<file path="src/rtl/seg_scan_decoder.sv">
// Seven-segment scan decoder: recovers the four digits shown on a multiplexed
// display by watching its active-low segment and anode lines.
module seg_scan_decoder #(
    parameter int STABLE_CYCLES  = 4,
    parameter int TIMEOUT_CYCLES = 50000
) (
    input  logic        clk,
    input  logic        rst,
    input  logic [6:0]  segments,
    input  logic [3:0]  anodes,
    output logic [15:0] digits,
    output logic [3:0]  valid,
    output logic        new_digit,
    output logic        frame,
    output logic        err
);
    localparam logic [7:0]  STABLE_MAX  = 8'(STABLE_CYCLES);
    localparam logic [19:0] TIMEOUT_MAX = 20'(TIMEOUT_CYCLES);

    typedef enum logic [1:0] {IDLE = 2'd0, TRACK = 2'd1, HOLD = 2'd2} state_t;
    typedef enum logic [1:0] {PAT_NUM = 2'd0, PAT_BLANK = 2'd1, PAT_BAD = 2'd2} pat_kind_t;

    logic [6:0]       seg_q;
    logic [3:0]       an_q;
    state_t           state_q, state_d;
    logic [10:0]      ref_q, ref_d;
    logic [7:0]       stab_q, stab_d;
    logic [15:0]      digits_q, digits_d;
    logic [3:0]       valid_q, valid_d;
    logic [3:0]       seen_q, seen_d;
    logic             new_digit_q, new_digit_d;
    logic             frame_q, frame_d;
    logic             err_q, err_d;
    logic [3:0][19:0] tmo_q, tmo_d;

    logic [10:0] sample;
    logic [2:0]  sel_info;
    logic [2:0]  ref_info;
    logic [5:0]  pat_info;
    pat_kind_t   cap_kind;
    logic        capture;

    // {legal, slot}: legal only when exactly one anode line is pulled low.
    function automatic logic [2:0] slot_of(input logic [3:0] an);
        case (an)
            4'b1110: slot_of = 3'b100;
            4'b1101: slot_of = 3'b101;
            4'b1011: slot_of = 3'b110;
            4'b0111: slot_of = 3'b111;
            default: slot_of = 3'b000;
        endcase
    endfunction

    // {kind, value} for an active-low segment pattern.
    function automatic logic [5:0] decode_seg(input logic [6:0] seg);
        case (seg)
            7'b1000000: decode_seg = {PAT_NUM, 4'd0};
            7'b1111001: decode_seg = {PAT_NUM, 4'd1};
            7'b0100100: decode_seg = {PAT_NUM, 4'd2};
            7'b0110000: decode_seg = {PAT_NUM, 4'd3};
            7'b0011001: decode_seg = {PAT_NUM, 4'd4};
            7'b0010010: decode_seg = {PAT_NUM, 4'd5};
            7'b0000010: decode_seg = {PAT_NUM, 4'd6};
            7'b1111000: decode_seg = {PAT_NUM, 4'd7};
            7'b0000000: decode_seg = {PAT_NUM, 4'd8};
            7'b0010000: decode_seg = {PAT_NUM, 4'd9};
            7'b1111111: decode_seg = {PAT_BLANK, 4'hF};
            default:    decode_seg = {PAT_BAD, 4'h0};
        endcase
    endfunction

    assign sample   = {an_q, seg_q};
    assign sel_info = slot_of(an_q);
    assign ref_info = slot_of(ref_q[10:7]);
    assign pat_info = decode_seg(ref_q[6:0]);
    assign cap_kind = pat_kind_t'(pat_info[5:4]);

    always_comb begin
        state_d     = state_q;
        ref_d       = ref_q;
        stab_d      = stab_q;
        digits_d    = digits_q;
        valid_d     = valid_q;
        seen_d      = seen_q;
        new_digit_d = 1'b0;
        frame_d     = 1'b0;
        err_d       = err_q;
        tmo_d       = tmo_q;
        capture     = 1'b0;

        case (state_q)
            IDLE: begin
                if (sel_info[2]) begin
                    ref_d   = sample;
                    stab_d  = 8'd1;
                    state_d = TRACK;
                end
            end
            TRACK: begin
                if (!sel_info[2]) begin
                    stab_d  = 8'd0;
                    state_d = IDLE;
                end else if (sample != ref_q) begin
                    ref_d  = sample;
                    stab_d = 8'd1;
                end else if (stab_q + 8'd1 == STABLE_MAX) begin
                    stab_d  = STABLE_MAX;
                    capture = 1'b1;
                    state_d = HOLD;
                end else begin
                    stab_d = stab_q + 8'd1;
                end
            end
            HOLD: begin
                if (!sel_info[2]) begin
                    stab_d  = 8'd0;
                    state_d = IDLE;
                end else if (sample != ref_q) begin
                    ref_d   = sample;
                    stab_d  = 8'd1;
                    state_d = TRACK;
                end
            end
            default: begin
                stab_d  = 8'd0;
                state_d = IDLE;
            end
        endcase

        // Slot ageing; a capture below overrides the timeout for its own slot.
        for (int k = 0; k < 4; k++) begin
            if (tmo_q[k] != TIMEOUT_MAX) begin
                tmo_d[k] = tmo_q[k] + 20'd1;
            end
            if (tmo_d[k] == TIMEOUT_MAX) begin
                valid_d[k] = 1'b0;
            end
        end

        // A full mask is reported one cycle after it fills, then restarts.
        if (seen_q == 4'b1111) begin
            frame_d = 1'b1;
            seen_d  = 4'b0000;
        end

        if (capture) begin
            tmo_d[ref_info[1:0]] = 20'd0;
            case (cap_kind)
                PAT_NUM: begin
                    digits_d[{ref_info[1:0], 2'b00} +: 4] = pat_info[3:0];
                    valid_d[ref_info[1:0]] = 1'b1;
                    seen_d[ref_info[1:0]]  = 1'b1;
                    new_digit_d = 1'b1;
                end
                PAT_BLANK: begin
                    digits_d[{ref_info[1:0], 2'b00} +: 4] = 4'hF;
                    valid_d[ref_info[1:0]] = 1'b0;
                    seen_d[ref_info[1:0]]  = 1'b1;
                end
                default: begin
                    valid_d[ref_info[1:0]] = 1'b0;
                    err_d = 1'b1;
                end
            endcase
        end
    end

    always_ff @(posedge clk or posedge rst) begin
        if (rst) begin
            seg_q       <= '1;
            an_q        <= '1;
            state_q     <= IDLE;
            ref_q       <= '1;
            stab_q      <= '0;
            digits_q    <= 16'hFFFF;
            valid_q     <= '0;
            seen_q      <= '0;
            new_digit_q <= 1'b0;
            frame_q     <= 1'b0;
            err_q       <= 1'b0;
            tmo_q       <= '0;
        end else begin
            seg_q       <= segments;
            an_q        <= anodes;
            state_q     <= state_d;
            ref_q       <= ref_d;
            stab_q      <= stab_d;
            digits_q    <= digits_d;
            valid_q     <= valid_d;
            seen_q      <= seen_d;
            new_digit_q <= new_digit_d;
            frame_q     <= frame_d;
            err_q       <= err_d;
            tmo_q       <= tmo_d;
        end
    end

    assign digits    = digits_q;
    assign valid     = valid_q;
    assign new_digit = new_digit_q;
    assign frame     = frame_q;
    assign err       = err_q;

endmodule
</file>
<file path="config.mk">
export PLATFORM = sky130hd
export DESIGN_NAME = seg_scan_decoder
export DESIGN_NICKNAME = d
export VERILOG_FILES = /design/src/rtl/seg_scan_decoder.sv
export SDC_FILE = /design/constraint.sdc
export NUM_CORES = 1
export LEC_CHECK = 0
export BUFFER_PORTS_ARGS = -buffer_cell sky130_fd_sc_hd__buf_2
export CAP_MARGIN = 20
export CORE_MARGIN = 2
export CORE_UTILIZATION = 60
export DETAILED_ROUTE_END_ITERATION = 8
export HOLD_SLACK_MARGIN = 0.03
export MAX_ROUTING_LAYER = met4
export PLACE_DENSITY = 0.78
export SLEW_MARGIN = 20
export SYNTH_ARGS = -nofsm -noshare
export SYNTH_HDL_FRONTEND = slang
export SYNTH_SLANG_ARGS = --single-unit
</file>
<file path="constraint.sdc">
create_clock -name clk -period 5.4 [get_ports clk]
set_input_delay 0.81 -clock clk [delete_from_list [all_inputs] [get_ports clk]]
set_output_delay 0.81 -clock clk [all_outputs]
set_load 0.1 [all_outputs]
</file>
==> impl_metrics.tcl, run 1 <==
set metrics [dict create \
    arrival_ns 3.47 \
    synth_area_leaders "dfrtp_1 32%, dfstp_2 13%, nor2_1 5.4%" \
    n_antenna_cell 0 \
    overflow 0 \
    cts_tree "built" \
    clk_pin_slew_ns 0.06 \
    io_pins 36 \
    htree_levels 4 \
    synth-seq-cells 139 \
    gp_congestion 0.930 \
    track_usage_pct 25.2 \
    ctsResizeCount 0 \
    grt_util_met1_pct 31.2 \
    synth.distinct_cells 70 \
    slew_violations 0 \
    slowest_stage "nor2_2" \
    maxCapViolCount 0 \
    grt_setup_unrepaired "false" \
    drc 0 \
    max_freq_ghz 0.320 \
    r2r_end "digits[14]$_DFFE_PP1P_" \
    synth_area_per_cell_um2 9.60 \
    regArea_um2 3530 \
    crit_fanout 22 \
    dp_slack_ns 2.31 \
    wl_per_cell_um 15.6 \
    multi_input_area_um2 4050 \
    synth_edf_count 0 \
    ff2ff_setup_slack_ns 2.28 \
    die_w_um 118 \
    p_per_area_nw_per_um2 323 \
    final_core_util_pct 68.4 \
    worstReg2RegStart "ref_q[4]$_DFFE_PP1P_" \
    async_flop_share_pct 100 \
    nNetsFinal 871 \
    synth_top_cell_by_area "dfrtp_1" \
    synth_flop_cell "dfrtp_1" \
    vdd_drop_max_uv 332 \
    drtIter0Drc 384 \
    end_kind "flip-flop" \
    wirelength_um 16000 \
    rows 41 \
    grt_util_met2_pct 39.5 \
    drive_gt1_share_pct 16.8 \
    ys_top_cells_by_count "113 x nor2_1, 101 x dfrtp_1, 56 x nand2_1" \
    drtPass1Iterations 5 \
    antenna_found_initial 0 \
    critPathKind "flip-flop to flip-flop" \
    synth_most_common_cell "nor2_1" \
    slew-limit-headroom_pct 30.0 \
    clock-sinks 139 \
    hp-start "segments[6]" \
    min_delay_worst_endpoint "seg_q[6]$_DFF_PP1_" \
    cts_setup_buffers 0 \
    yosysWarnings 0 \
    skew_ns 0.00806 \
    dp_hpwl_um 11100 \
    top_usage_layer "met2" \
    areaGrowthSynthToFinish_pct 11.1 \
    cts_buffers 17 \
    setup_viol 0 \
    placedCellCount 991 \
    grt_pass1_vias 5898 \
    worst_pin_slew_ns 1.05 \
    hp-class "input port to flip-flop" \
    core_region_area_um2 12700 \
    timing.setup.tns_ns 0 \
    clock_latency_ns 0.42 \
    startpoint "ref_q[4]$_DFFE_PP1P_" \
    critPathMaxStageDelay_ns 0.74 \
    dieArea_um2 13900 \
    p_leak_uw 0.00384 \
    postSynthCellCount 813 \
    die_y_um 118 \
    run_status "completed" \
    yosys.area.top_type_share_pct 32.4 \
    required_ns 5.74 \
    fill_cells 982 \
    crit_path_start_kind "flip-flop" \
    grt.met3_usage_pct 5.38 \
    vias 5982 \
    ys_seq_area_share_pct 45.2 \
    min_period_ns 3.12 \
    finalNonFillerCells 1023 \
    min_path_cells 1 \
    grt_max_degree 87 \
    port_buffers 35 \
    syn_area_um2 7800 \
    via_per_inst 5.85 \
    fin_crit_sh_pct 57.8 \
    reg2reg_depth 7 \
    clk_root_buffer_cell "clkbuf_16" \
    clockBufferDepth 2 \
    cts_hold_buf 0 \
    initial_core_util_pct 61.6 \
    path_cells "xnor2_1, nand3_1, nor3_2, nand3_2, nor2_2, nand2_1, mux2_1" \
    final_antenna_net_count 0 \
    syn_nets 846 \
    grt_pass1_wl_um 27800 \
    finalHoldViolCount 0 \
    setup_slack_ns 2.28 \
]
## critical path: cells and delay by family, from the launching register on
family,cells,cell delay (ns)
xor+xnor,1,0.14
flops,1,0.65
mux,1,0.39
simple gates,5,1.86
## power breakdown
group | leakage [µW] | switching, µW | internal, µW
Combinational | 0.00180 | 224 | 175
Clock | 0.000297 | 457 | 707
Sequential | 0.00175 | 105 | 1130
Total | 0.00384 | 787 | 2020
## state kept, by name, indices dropped and copies added (netlist names)
register and flops:
tmo_q 80, digits 16, ref_q 11, stab_q 8, seg_q 7, an_q 4, seen_q 4, valid 4
state_q 2, err 1, frame 1, new_digit 1
## kinds of logic after synthesis
| kind of cell | after synthesis | synth area share, % |
|---|---|---|
| AO/OA/AOI/OAI | 95 | 7.73 |
| XOR/XNOR | 93 | 10.4 |
| adder cells (fa/ha/maj) | 20 | 3.21 |
| buffers and inverters | 56 | 3.00 |
| flip-flops | 139 | 45.2 |
| multiplexers | 39 | 5.45 |
| AND/OR/NAND/NOR | 371 | 25.0 |
## layer usage
layer  routed length [µm]  share of wire, %
met1                 7070                44
met2                 7820                49
met3                  602               3.8
met4                  484               3.0
met5                    0                 0
## stage by stage
step           hold WS, ns  power (µW)  cell area, µm²
2_1_floorplan        0.439        1560            7800
3_5_place_dp         0.470        1650            8080
5_1_grt              0.468        2930            8670
4_1_cts              0.466        2830            8670
6_report             0.482        2800            8670
3_3_place_gp         0.466        1630            8080
## area by class of cell
class / instances / share of cell area (%)
Tap cell: 172 / 2.48
Clock buffer: 22 / 5.73
Inverter: 25 / 1.14
Timing Repair Buffer: 37 / 2.19
Multi-Input combinational cell: 618 / 46.6
Clock inverter: 10 / 1.15
Sequential cell: 139 / 40.7
## worst max-delay path by stage
stage / endpoint / slack [ns] / cells after the start
after floorplan: err$_DFFE_PP0P_ / 0.93 / 1
final: digits[14]$_DFFE_PP1P_ / 2.28 / 7
after global routing: digits[14]$_DFFE_PP1P_ / 1.91 / 7
after detailed placement: digits[14]$_DFFE_PP1P_ / 2.31 / 7
after CTS: digits[14]$_DFFE_PP1P_ / 2.25 / 7
after global placement: digits[14]$_DFFE_PP1P_ / 2.45 / 7
## cell usage in the layout, fill, tap and decap left out, drive strengths merged, types with 5 or more instances in the layout
cell type and count:
nor3 33, or3 6, nor3b 7, nand2b 12, dfstp 38, nand4 23, nand3 38, ha 20
a21oi 19, o22ai 5, clkbuf 22, a31oi 5, nand4b 5, and3 21, nor2b 12, and2 6
o21ai 33, buf 37, inv 30, nor4 8, dfrtp 101, mux2i 11, nand2 59, mux2 28
xnor2 46, xor2 47, nor2 116, and4 5
Note: power is estimated with default switching activity, not from simulation.
==> inputs of run 2 (changes only) <==
--- a/config.mk
+++ b/config.mk
@@ -8,11 +8,11 @@
 export BUFFER_PORTS_ARGS = -buffer_cell sky130_fd_sc_hd__buf_2
 export CAP_MARGIN = 20
 export CORE_MARGIN = 2
-export CORE_UTILIZATION = 60
+export CORE_UTILIZATION = 56
 export DETAILED_ROUTE_END_ITERATION = 8
 export HOLD_SLACK_MARGIN = 0.03
 export MAX_ROUTING_LAYER = met4
-export PLACE_DENSITY = 0.78
+export PLACE_DENSITY = 0.77
 export SLEW_MARGIN = 20
 export SYNTH_ARGS = -nofsm -noshare
 export SYNTH_HDL_FRONTEND = slang
==> constraint.sdc (replaced) <==
create_clock -name clk -period 2.7 [get_ports clk]
set_input_delay 0.405 -clock clk [delete_from_list [all_inputs] [get_ports clk]]
set_output_delay 0.405 -clock clk [all_outputs]
set_load 0.1 [all_outputs]
==> impl_metrics.tcl, run 2 (synthesized netlist as in run 1, its figures left out) <==
set metrics [dict create \
    drtIter0Drc 335 \
    reg2reg_depth 8 \
    p_clk_share_pct 39.5 \
    p_total_uw 5450 \
    route.met3.wl_um 517 \
    drc 0 \
    seq_power_share_pct 45.6 \
    critPathMaxStageDelay_ns 0.46 \
    fin_crit_sh_pct 87.9 \
    p_per_area_nw_per_um2 621 \
    grt_setup_unrepaired "false" \
    slew_violations 0 \
    cts_hold_buf 0 \
    final_cell_mix "113 x nor2_1, 101 x dfrtp_1, 56 x nand2_1, 47 x xor2_1, 46 x xnor2_1" \
    max_freq_ghz 0.421 \
    overflow 0 \
    port_buffers 35 \
    maxCapViolCount 0 \
    final_core_util_pct 64.0 \
    end_kind "flip-flop" \
    clock_latency_ns 0.43 \
    htree_levels 4 \
    r2r_end "valid[2]$_DFF_PP0_" \
    dp_hpwl_um 11000 \
    wl_met1_um 7390 \
    clock-sinks 139 \
    net-switching-power_uw 1510 \
    dieArea_um2 14900 \
    rows 43 \
    cts_setup_buffers 0 \
    vias 5941 \
    largest_reg_flops 80 \
    initial_core_util_pct 56.9 \
    drtPass1Iterations 5 \
    startpoint "tmo_q[41]$_DFF_PP0_" \
    required_ns 3.00 \
    skew_ns 0.0145 \
    endpoint "valid[2]$_DFF_PP0_" \
    finalHoldViolCount 0 \
    slowest_stage "dfrtp_1" \
    path_cells "ha_1, nand3_1, nor3_4, and3_1, o2111ai_1, a2111o_1, nor3_2, a21oi_1" \
    slew-limit-headroom_pct 56.0 \
    regArea_um2 3530 \
    crit_buf_inv 0 \
    multi_input_area_um2 4050 \
    grt_pass1_wl_um 26200 \
    final_common_cell "nor2_1" \
    p_sw_share_pct 27.8 \
    n_antenna_cell 0 \
    cp_top_family "simple AND/OR/NAND/NOR gates" \
    wl_per_cell_um 15.1 \
    nNetsFinal 886 \
    die_w_um 122 \
    wl_met2_um 7550 \
    track_usage_pct 23.0 \
    grt_pass1_vias 5560 \
    top_layer "met4" \
    final_antenna_net_count 0 \
    timing.setup.tns_ns 0 \
    clockBufferDepth 2 \
    areaGrowthSynthToFinish_pct 12.5 \
    p_comb_share_pct 14.9 \
    regMostFlops "tmo_q" \
    arrival_ns 2.67 \
    crit_path_start_kind "flip-flop" \
    die_y_um 122 \
    fill_cells 1116 \
    clk_pin_slew_ns 0.06 \
    via_per_inst 5.68 \
    clk_root_buffer_cell "clkbuf_16" \
    critPathKind "flip-flop to flip-flop" \
    grt_max_degree 44 \
    worst-path-stages 8 \
    wirelength_um 15800 \
    cts_tree "built" \
    drive_gt1_share_pct 17.8 \
    p_leak_uw 0.00390 \
    hp-class "input port to async pin" \
    crit_fanout 7 \
    ff2ff_setup_slack_ns 0.33 \
    vdd_drop_max_uv 591 \
    setup_viol 0 \
    run_status "completed" \
    antenna_found_initial 0 \
    gp_congestion 0.898 \
    ctsResizeCount 0 \
    core_region_area_um2 13700 \
    io_pins 36 \
    cts_buffers 17 \
    intPower_uw 3940 \
    worstReg2RegStart "tmo_q[41]$_DFF_PP0_" \
    min_period_ns 2.37 \
    worst_pin_slew_ns 0.659 \
]
run 2: layout make-up:
| class | instances | area share [%] |
|---|---|---|
| clock buffers | 26 | 5.83 |
| clock inverters | 6 | 0.385 |
| inverters | 25 | 1.11 |
| multi-input cells | 618 | 46.1 |
| flip-flops and latches | 139 | 40.2 |
| well taps | 180 | 2.57 |
| repair buffers | 52 | 3.88 |
run 2: how the worst min path moves through the flow:
stage / end / slack, ns / startpoint / cells after the start
after global routing: an_q[0]$_DFF_PP1_ / 0.06 / anodes[0] / 1
after global placement: seen_q[3]$_DFF_PP0_ / 0.46 / seen_q[3]$_DFF_PP0_ / 2
after CTS: seg_q[0]$_DFF_PP1_ / 0.06 / segments[0] / 1
final: tmo_q[30]$_DFF_PP0_ / 0.07 / rst / 2
after detailed placement: seen_q[3]$_DFF_PP0_ / 0.46 / seen_q[3]$_DFF_PP0_ / 2
after floorplan: an_q[0]$_DFF_PP1_ / 0.41 / anodes[0] / 0
run 2: power by group through the flow:
stage / Sequential, µW / Combinational, µW / Clock (µW)
floorplan: 2360 / 757 / 0
global route: 2510 / 899 / 2280
global placement: 2510 / 775 / 0
CTS: 2480 / 816 / 2190
detailed placement: 2510 / 791 / 0
finish: 2490 / 813 / 2150
run 2: metal layers:
layer,GRT usage [%],vias to the layer above
met5,-,-
met4,7.90,0
met3,5.95,25
met2,35.7,105
met1,29.4,2906
li1,-,2905
run 2: through the flow:
stage / setup slack [ns] / cell area (µm²) / hold slack, ns / instances
finish: 0.327 / 8780 / 0.0696 / 1046
global route: 0.166 / 8780 / 0.0582 / 1046
CTS: 0.335 / 8780 / 0.0623 / 1046
detailed placement: 0.373 / 8230 / 0.458 / 1014
global placement: 0.416 / 8230 / 0.459 / 1014
floorplan: 0.471 / 7810 / 0.409 / 813
